### config.mk
export PLATFORM = sky130hd
export DESIGN_NAME = settle_sampler_ctrl
export DESIGN_NICKNAME = d
export VERILOG_FILES = /design/src/rtl/settle_sampler_ctrl.sv
export SDC_FILE = /design/constraint.sdc
export NUM_CORES = 1
export LEC_CHECK = 0
export BUFFER_PORTS_ARGS = -buffer_cell sky130_fd_sc_hd__buf_2
export CORE_MARGIN = 4
export CORE_UTILIZATION = 49
export DETAILED_ROUTE_END_ITERATION = 16
export MAX_ROUTING_LAYER = met4
export PLACE_DENSITY = 0.75
export SYNTH_ARGS = -nofsm -noshare
export SYNTH_HDL_FRONTEND = slang
export SYNTH_SLANG_ARGS = --single-unit
export TNS_END_PERCENT = 1
### constraint.sdc
create_clock -name clk -period 1.9 [get_ports clk]
set_input_delay 0.19 -clock clk [delete_from_list [all_inputs] [get_ports clk]]
set_output_delay 0.19 -clock clk [all_outputs]
set_load 0.02 [all_outputs]
### src/rtl/settle_sampler_ctrl.sv
`timescale 1ns/1ps
// settle_sampler_ctrl
// Launches one registered operand pair into a slow combinational datapath,
// waits a fixed number of clock edges for it to settle, then captures the
// result and holds it for a valid/ready consumer. dp_c is only ever sampled
// at the final settle edge, so glitches never reach out_c.
// Optional build macro: SETTLE_SAMPLER_CHECK_IDEAL_EN enables a comparison of
// the captured sample against the zero-delay datapath function.
//
// state  | meaning
// IDLE   | ready for an operand pair, dp_a/dp_b hold the last operands
// WAIT   | operands launched, counting down the settle window
// DONE   | result captured, waiting for the consumer handshake
module settle_sampler_ctrl #(
    parameter int WIDTH         = 1,
    parameter int SETTLE_CYCLES = 6,
    parameter int CNT_W         = 4,
    parameter int TXN_W         = 8
) (
    input  logic             clk,
    input  logic             rst,
    input  logic             in_valid,
    output logic             in_ready,
    input  logic [WIDTH-1:0] in_a,
    input  logic [WIDTH-1:0] in_b,
    output logic [WIDTH-1:0] dp_a,
    output logic [WIDTH-1:0] dp_b,
    input  logic [WIDTH-1:0] dp_c,
    output logic             out_valid,
    input  logic             out_ready,
    output logic [WIDTH-1:0] out_c,
    output logic             busy,
    output logic [TXN_W-1:0] txn_cnt,
    output logic             mismatch,
    output logic             err_sticky
);

    // A zero-length window still needs one edge between launch and capture.
    localparam int              LOAD_N = (SETTLE_CYCLES < 1) ? 1 : SETTLE_CYCLES;
    localparam logic [CNT_W-1:0] LOAD_V = CNT_W'(LOAD_N);
    localparam logic [CNT_W-1:0] CNT_ONE = CNT_W'(1);

    typedef enum logic [1:0] {S_IDLE, S_WAIT, S_DONE} state_t;

    state_t           state_q, state_d;
    logic [WIDTH-1:0] dp_a_q, dp_a_d;
    logic [WIDTH-1:0] dp_b_q, dp_b_d;
    logic [WIDTH-1:0] out_c_q, out_c_d;
    logic             out_valid_q, out_valid_d;
    logic [CNT_W-1:0] cnt_q, cnt_d;
    logic [TXN_W-1:0] txn_q, txn_d;

    // Next-state and datapath register updates for the sequencer
    always_comb begin
        state_d     = state_q;
        dp_a_d      = dp_a_q;
        dp_b_d      = dp_b_q;
        out_c_d     = out_c_q;
        out_valid_d = out_valid_q;
        cnt_d       = cnt_q;
        txn_d       = txn_q;
        case (state_q)
            S_IDLE: begin
                if (in_valid) begin
                    dp_a_d  = in_a;
                    dp_b_d  = in_b;
                    cnt_d   = LOAD_V;
                    state_d = S_WAIT;
                end
            end
            S_WAIT: begin
                cnt_d = cnt_q - CNT_ONE;
                if (cnt_q == CNT_ONE) begin
                    out_c_d     = dp_c;
                    out_valid_d = 1'b1;
                    state_d     = S_DONE;
                end
            end
            S_DONE: begin
                if (out_ready) begin
                    out_valid_d = 1'b0;
                    txn_d       = txn_q + TXN_W'(1);
                    state_d     = S_IDLE;
                end
            end
            default: state_d = S_IDLE;
        endcase
    end

    // State and datapath registers; reset discards any in-flight transaction
    always_ff @(posedge clk) begin
        if (rst) begin
            state_q     <= S_IDLE;
            dp_a_q      <= '0;
            dp_b_q      <= '0;
            out_c_q     <= '0;
            out_valid_q <= 1'b0;
            cnt_q       <= '0;
            txn_q       <= '0;
        end else begin
            state_q     <= state_d;
            dp_a_q      <= dp_a_d;
            dp_b_q      <= dp_b_d;
            out_c_q     <= out_c_d;
            out_valid_q <= out_valid_d;
            cnt_q       <= cnt_d;
            txn_q       <= txn_d;
        end
    end

    assign in_ready  = (state_q == S_IDLE) && !rst;
    assign busy      = (state_q != S_IDLE);
    assign dp_a      = dp_a_q;
    assign dp_b      = dp_b_q;
    assign out_c     = out_c_q;
    assign out_valid = out_valid_q;
    assign txn_cnt   = txn_q;

`ifdef SETTLE_SAMPLER_CHECK_IDEAL_EN
    logic mismatch_q, err_sticky_q;
    logic capture, ideal_miss;

    assign capture    = (state_q == S_WAIT) && (cnt_q == CNT_ONE);
    assign ideal_miss = (dp_c != ((dp_a_q & dp_b_q) | dp_b_q));

    // Flag a capture that disagrees with the zero-delay function of dp_a/dp_b
    always_ff @(posedge clk) begin
        if (rst) begin
            mismatch_q   <= 1'b0;
            err_sticky_q <= 1'b0;
        end else if (capture) begin
            mismatch_q <= ideal_miss;
            if (ideal_miss) begin
                err_sticky_q <= 1'b1;
            end
        end else if ((state_q == S_DONE) && out_ready) begin
            mismatch_q <= 1'b0;
        end
    end

    assign mismatch   = mismatch_q;
    assign err_sticky = err_sticky_q;
`else
    assign mismatch   = 1'b0;
    assign err_sticky = 1'b0;
`endif

endmodule

* Word-level counts from Yosys, hierarchy flattened *
Index checks and enable logic that the tools add are counted.

cells by class
  $add $sub $neg = 2
  equality and inequality tests = 6
  mux-type cells = 9
  reduce and logical (&&, ||, !) cells = 12

operator list
  operator                                              number
  adder 8 x 1 -> 8 bit (second input constant)          1
  one-hot mux 4 bit (2 select lines)                    1
  AND reduction 2 bit                                   4
  2-to-1 mux 2 bit                                      3
  inequality test 2 bit (second input constant)         3
  one-hot mux 2 bit (3 select lines)                    1
  AND reduction 3 bit                                   2
  nonzero test 2 bit                                    3
  equality test 4 x 1 -> 1 bit (second input constant)  1
  2-to-1 mux 4 bit                                      1
  subtractor 4 x 1 -> 4 bit (second input constant)     1
  equality test 2 x 1 -> 1 bit (second input constant)  1
  equality test 2 bit (second input constant)           1
  logical NOT 2 bit                                     1
  2-to-1 mux 1 bit                                      2
  one-hot mux 1 bit (2 select lines)                    1
  logical AND 1 bit                                     1
  logical NOT 1 bit                                     1

word-level totals
  register bits after elaboration = 18
  output and inout bits = 16
  word-level logic and storage cells = 36

* Depth between registers and ports, before layout *
  depth after elaboration = 3
  mapped depth = 5

* Worst setup path after synthesis *
OpenSTA, ideal clock, no wires.

  path type = reg2reg
  start point = reg txn_q[0], in the netlist txn_cnt[0]
  end point = reg txn_q[4], in the netlist txn_cnt[4]
  library setup time = 70 ps
  arrival = 1,302 ps
  required time = 1,830 ps
  slack = 527 ps
  stages on the path, launching flop included = 5
  path buffers = 0
  period minus slack after synthesis = 1,373 ps
  cell sequence = dfxtp_1 ha_1 nand4b_1 or3_1 a21oi_1

between the ends
  word-level cells in the longest chain between the ends = 1

RTL lines
  what                      RTL line  source
  start: declaration        51        logic [TXN_W-1:0] txn_q, txn_d;
  start signal: assignment  107       txn_q <= txn_d;
  adder 8 x 1 -> 8 bit      82        txn_d = txn_q + TXN_W'(1);

No other way between the ends.
A chain may end at the register's enable or synchronous reset.

* Final worst setup path *
  start point = reg state_q[1]
  end point = out in_ready

between the ends
  word-level cells in the longest chain between the ends = 2

RTL lines
  what                      RTL line  source
  start: declaration        45        state_t state_q, state_d;
  start signal: assignment  101       state_q <= state_d;
  logical NOT 2 bit         111       assign in_ready = (state_q == S_IDLE) && !rst;
  logical AND 1 bit         111
  end: declaration          23        output logic in_ready,

No other way between the ends.

==> results.ini <==
[status]
status=finished, final reports clean

[logic_synthesis]
avgSynthCellArea_sq_um=9.23
synthFlopType=dfxtp_1
syn_inst=91
synth_warnings=0
synth-edff-count=0
ys_types=35
synth_area_leaders=dfxtp_1 43%, mux2i_1 4.8%, ha_1 4.5%, a21oi_1 4.2%, nor2_1 3.6%
synth-seq-cells=18
ys_top_cells_by_count=18 x dfxtp_1, 8 x nor2_1, 7 x a21oi_1
synth_simple_gate_area_frac=0.235
yosys.area_share.xor_xnor=0.0209
yosys.area_share.adder=0.0447
synth_top_family_by_area=simple AND/OR/NAND/NOR gates
synth-async-reset-ratio=0
synth_top_area_cell=dfxtp_1
synth-compound-area-share=0.136
muxShareOfSynthArea=0.0611
yosys.area.top_type_share=0.429
seq_area_frac_synth=0.429
yosysMostFrequentCell=dfxtp_1
syn_area_sq_um=840

[detailed_routing]
dr.first_iter.drc_count=16
vias_per_cell=5.48
wl_per_cell_microns=11.7
route.detailed.drc=0
drtPass1Iterations=4
ant_nets=0
vias=691
drt_wl_total_mm=1.48

[sta]
slew_violations=0
hold_ws_ns=0.144
finalHoldViolations=0
setup_violations=0
fin_tns_setup_ns=0
fin_skew_ns=0.00333
rsz0062_at_grt=no
fin_crit_ns=1.44
fmax_mhz=694
post-route-period-util=0.758

[floorplan]
dieArea_sq_um=2440
coreArea_sq_um=1560
die_h_microns=49.4
dieWidth_microns=49.4
ios=23
rows=14
initial_core_util=0.539

[min_path]
hold_path_startpoint=in_a
min_to=dp_a
hold_path_class=in2reg
min_path_cells=3

[setup_path]
reg2reg_depth=3
path_cells=or2_2 > nor2_1 > buf_2
cp_data_arrival_time_ns=1.25
timing.rr.start=state_q[1]
start_kind=register
crit_path_max_incr_delay_ns=0.40
end_kind=output port
slowest_stage=dfxtp_1
worstSetupPathType=reg2out
r2r_slack_ns=0.50
cp_max_fo=8
required_ns=1.71
reg2reg_to=txn_cnt[7]
worstPathBufferInverterCount=1
critPathTopFamily=simple AND/OR/NAND/NOR gates

[global_route]
grt_pass1_vias=657
grt_first_pass_wirelength_mm=2.78
grt_usage=0.145
grt.overflow.total=0
antenna_found_initial=0
grt_max_degree=21

[pwr]
p_leak_nw=0.434
power_density_nw_per_um2=745
ir_drop_uv=492

[cts]
htree_levels=1
cts_root_buffer=clkbuf_4
clock_latency_ns=0.28
ctsHoldBuffers=0
cts_setup_buffers=0
path_clk_slew_ns=0.10
cts_made_buffers=3
cts_tree=built
clock_path_buffers=2
cts.sinks=18
cts_resized=0

[placed_design]
dp_hpwl_mm=1.13
routabilityCongestion=0.743
place_area_sq_um=925
port_buffers=20

[layout]
diodes=0
fin_nets=121
area_delta_synth_final_pct=14.5
final_cell_area_sq_um=961
layout-drive-gt1-share=0.264

[flow_run]
maxCapViolations=0

[metal layers]
metal	up-vias	track usage	wire (microns)
li1	356	-	-
met1	311	0.184	675
met2	22	0.223	678
met3	2	0.0306	109
met4	0	0.0553	14
met5	-	-	0
[worst max path at each step]
| stage | start | endpoint | slack (ns) | cells after the start |
|---|---|---|---|---|
| after floorplan | txn_cnt[0] | txn_cnt[4] | 0.53 | 4 |
| after global routing | cnt_q[1] | out_valid | 0.35 | 5 |
| after CTS | state_q[1] | in_ready | 0.45 | 3 |
| after detailed placement | state_q[1] | txn_cnt[7] | 0.50 | 3 |
| final | state_q[1] | in_ready | 0.46 | 3 |
| after global placement | state_q[1] | txn_cnt[7] | 0.53 | 3 |
[per-stage QoR]
stage               power [mW]  utilization  std cells  setup WS, ns
finish                   0.716        0.616        126         0.459
global route             0.765        0.616        126         0.346
CTS                      0.727        0.616        126         0.446
detailed placement       0.498        0.593        122         0.503
global placement         0.496        0.593        122         0.535
floorplan                0.480            -         92         0.527
[worst register-to-register path: cells and delay by family (launching register included)]
kind,cells,cell delay (ns)
AND/OR/NAND/NOR,2,0.46
multiplexers,1,0.36
flip-flops,1,0.49
[power by group]
part           leakage, nW  switching [mW]  internal (mW)
combinational        0.266          0.0488         0.0348
sequential           0.147          0.0132          0.391
clock               0.0210           0.112          0.116
total                0.434           0.174          0.543
[final cells by class]
class | instances | area [sq um]
clock buffers | 4 | 36.3
fillers | 141 | 598
inverters | 5 | 18.8
multi-input cells | 63 | 425
flip-flops and latches | 18 | 360
well taps | 16 | 20.0
repair buffers | 20 | 100
[cell usage in the layout (no fill, tap or decap), drive strengths merged, types with 2 or more instances in the layout]
cell and count:
a21oi 7, a221oi 2, buf 20, clkbuf 4, conb 2, dfxtp 18, ha 3, inv 5
mux2i 4, nand2 5, nand3 2, nand3b 4, nor2 8, nor2b 2, nor3b 2, o21ai 3
o31ai 2, or3 2, or4 2
[state kept, by name, summed over array words and instances (netlist names)]
| register | cells |
|---|---|
| out_valid | 1 |
| dp_a | 1 |
| cnt_q | 4 |
| txn_cnt | 8 |
| state_q | 2 |
| dp_b | 1 |
| out_c | 1 |
[kinds of logic (layout without fill, tap and decap cells)]
| logic type | count (synthesis) | count (layout) |
|---|---|---|
| buffers and inverters | 11 | 29 |
| AOI/OAI and AO/OA | 18 | 18 |
| other | 1 | 2 |
| and+or+nand+nor | 33 | 33 |
| DFF | 18 | 18 |
| xor gates and xnor gates | 2 | 2 |
| muxes | 5 | 5 |
| adders and majority gates | 3 | 3 |
Power figures use the tool's default switching activity.
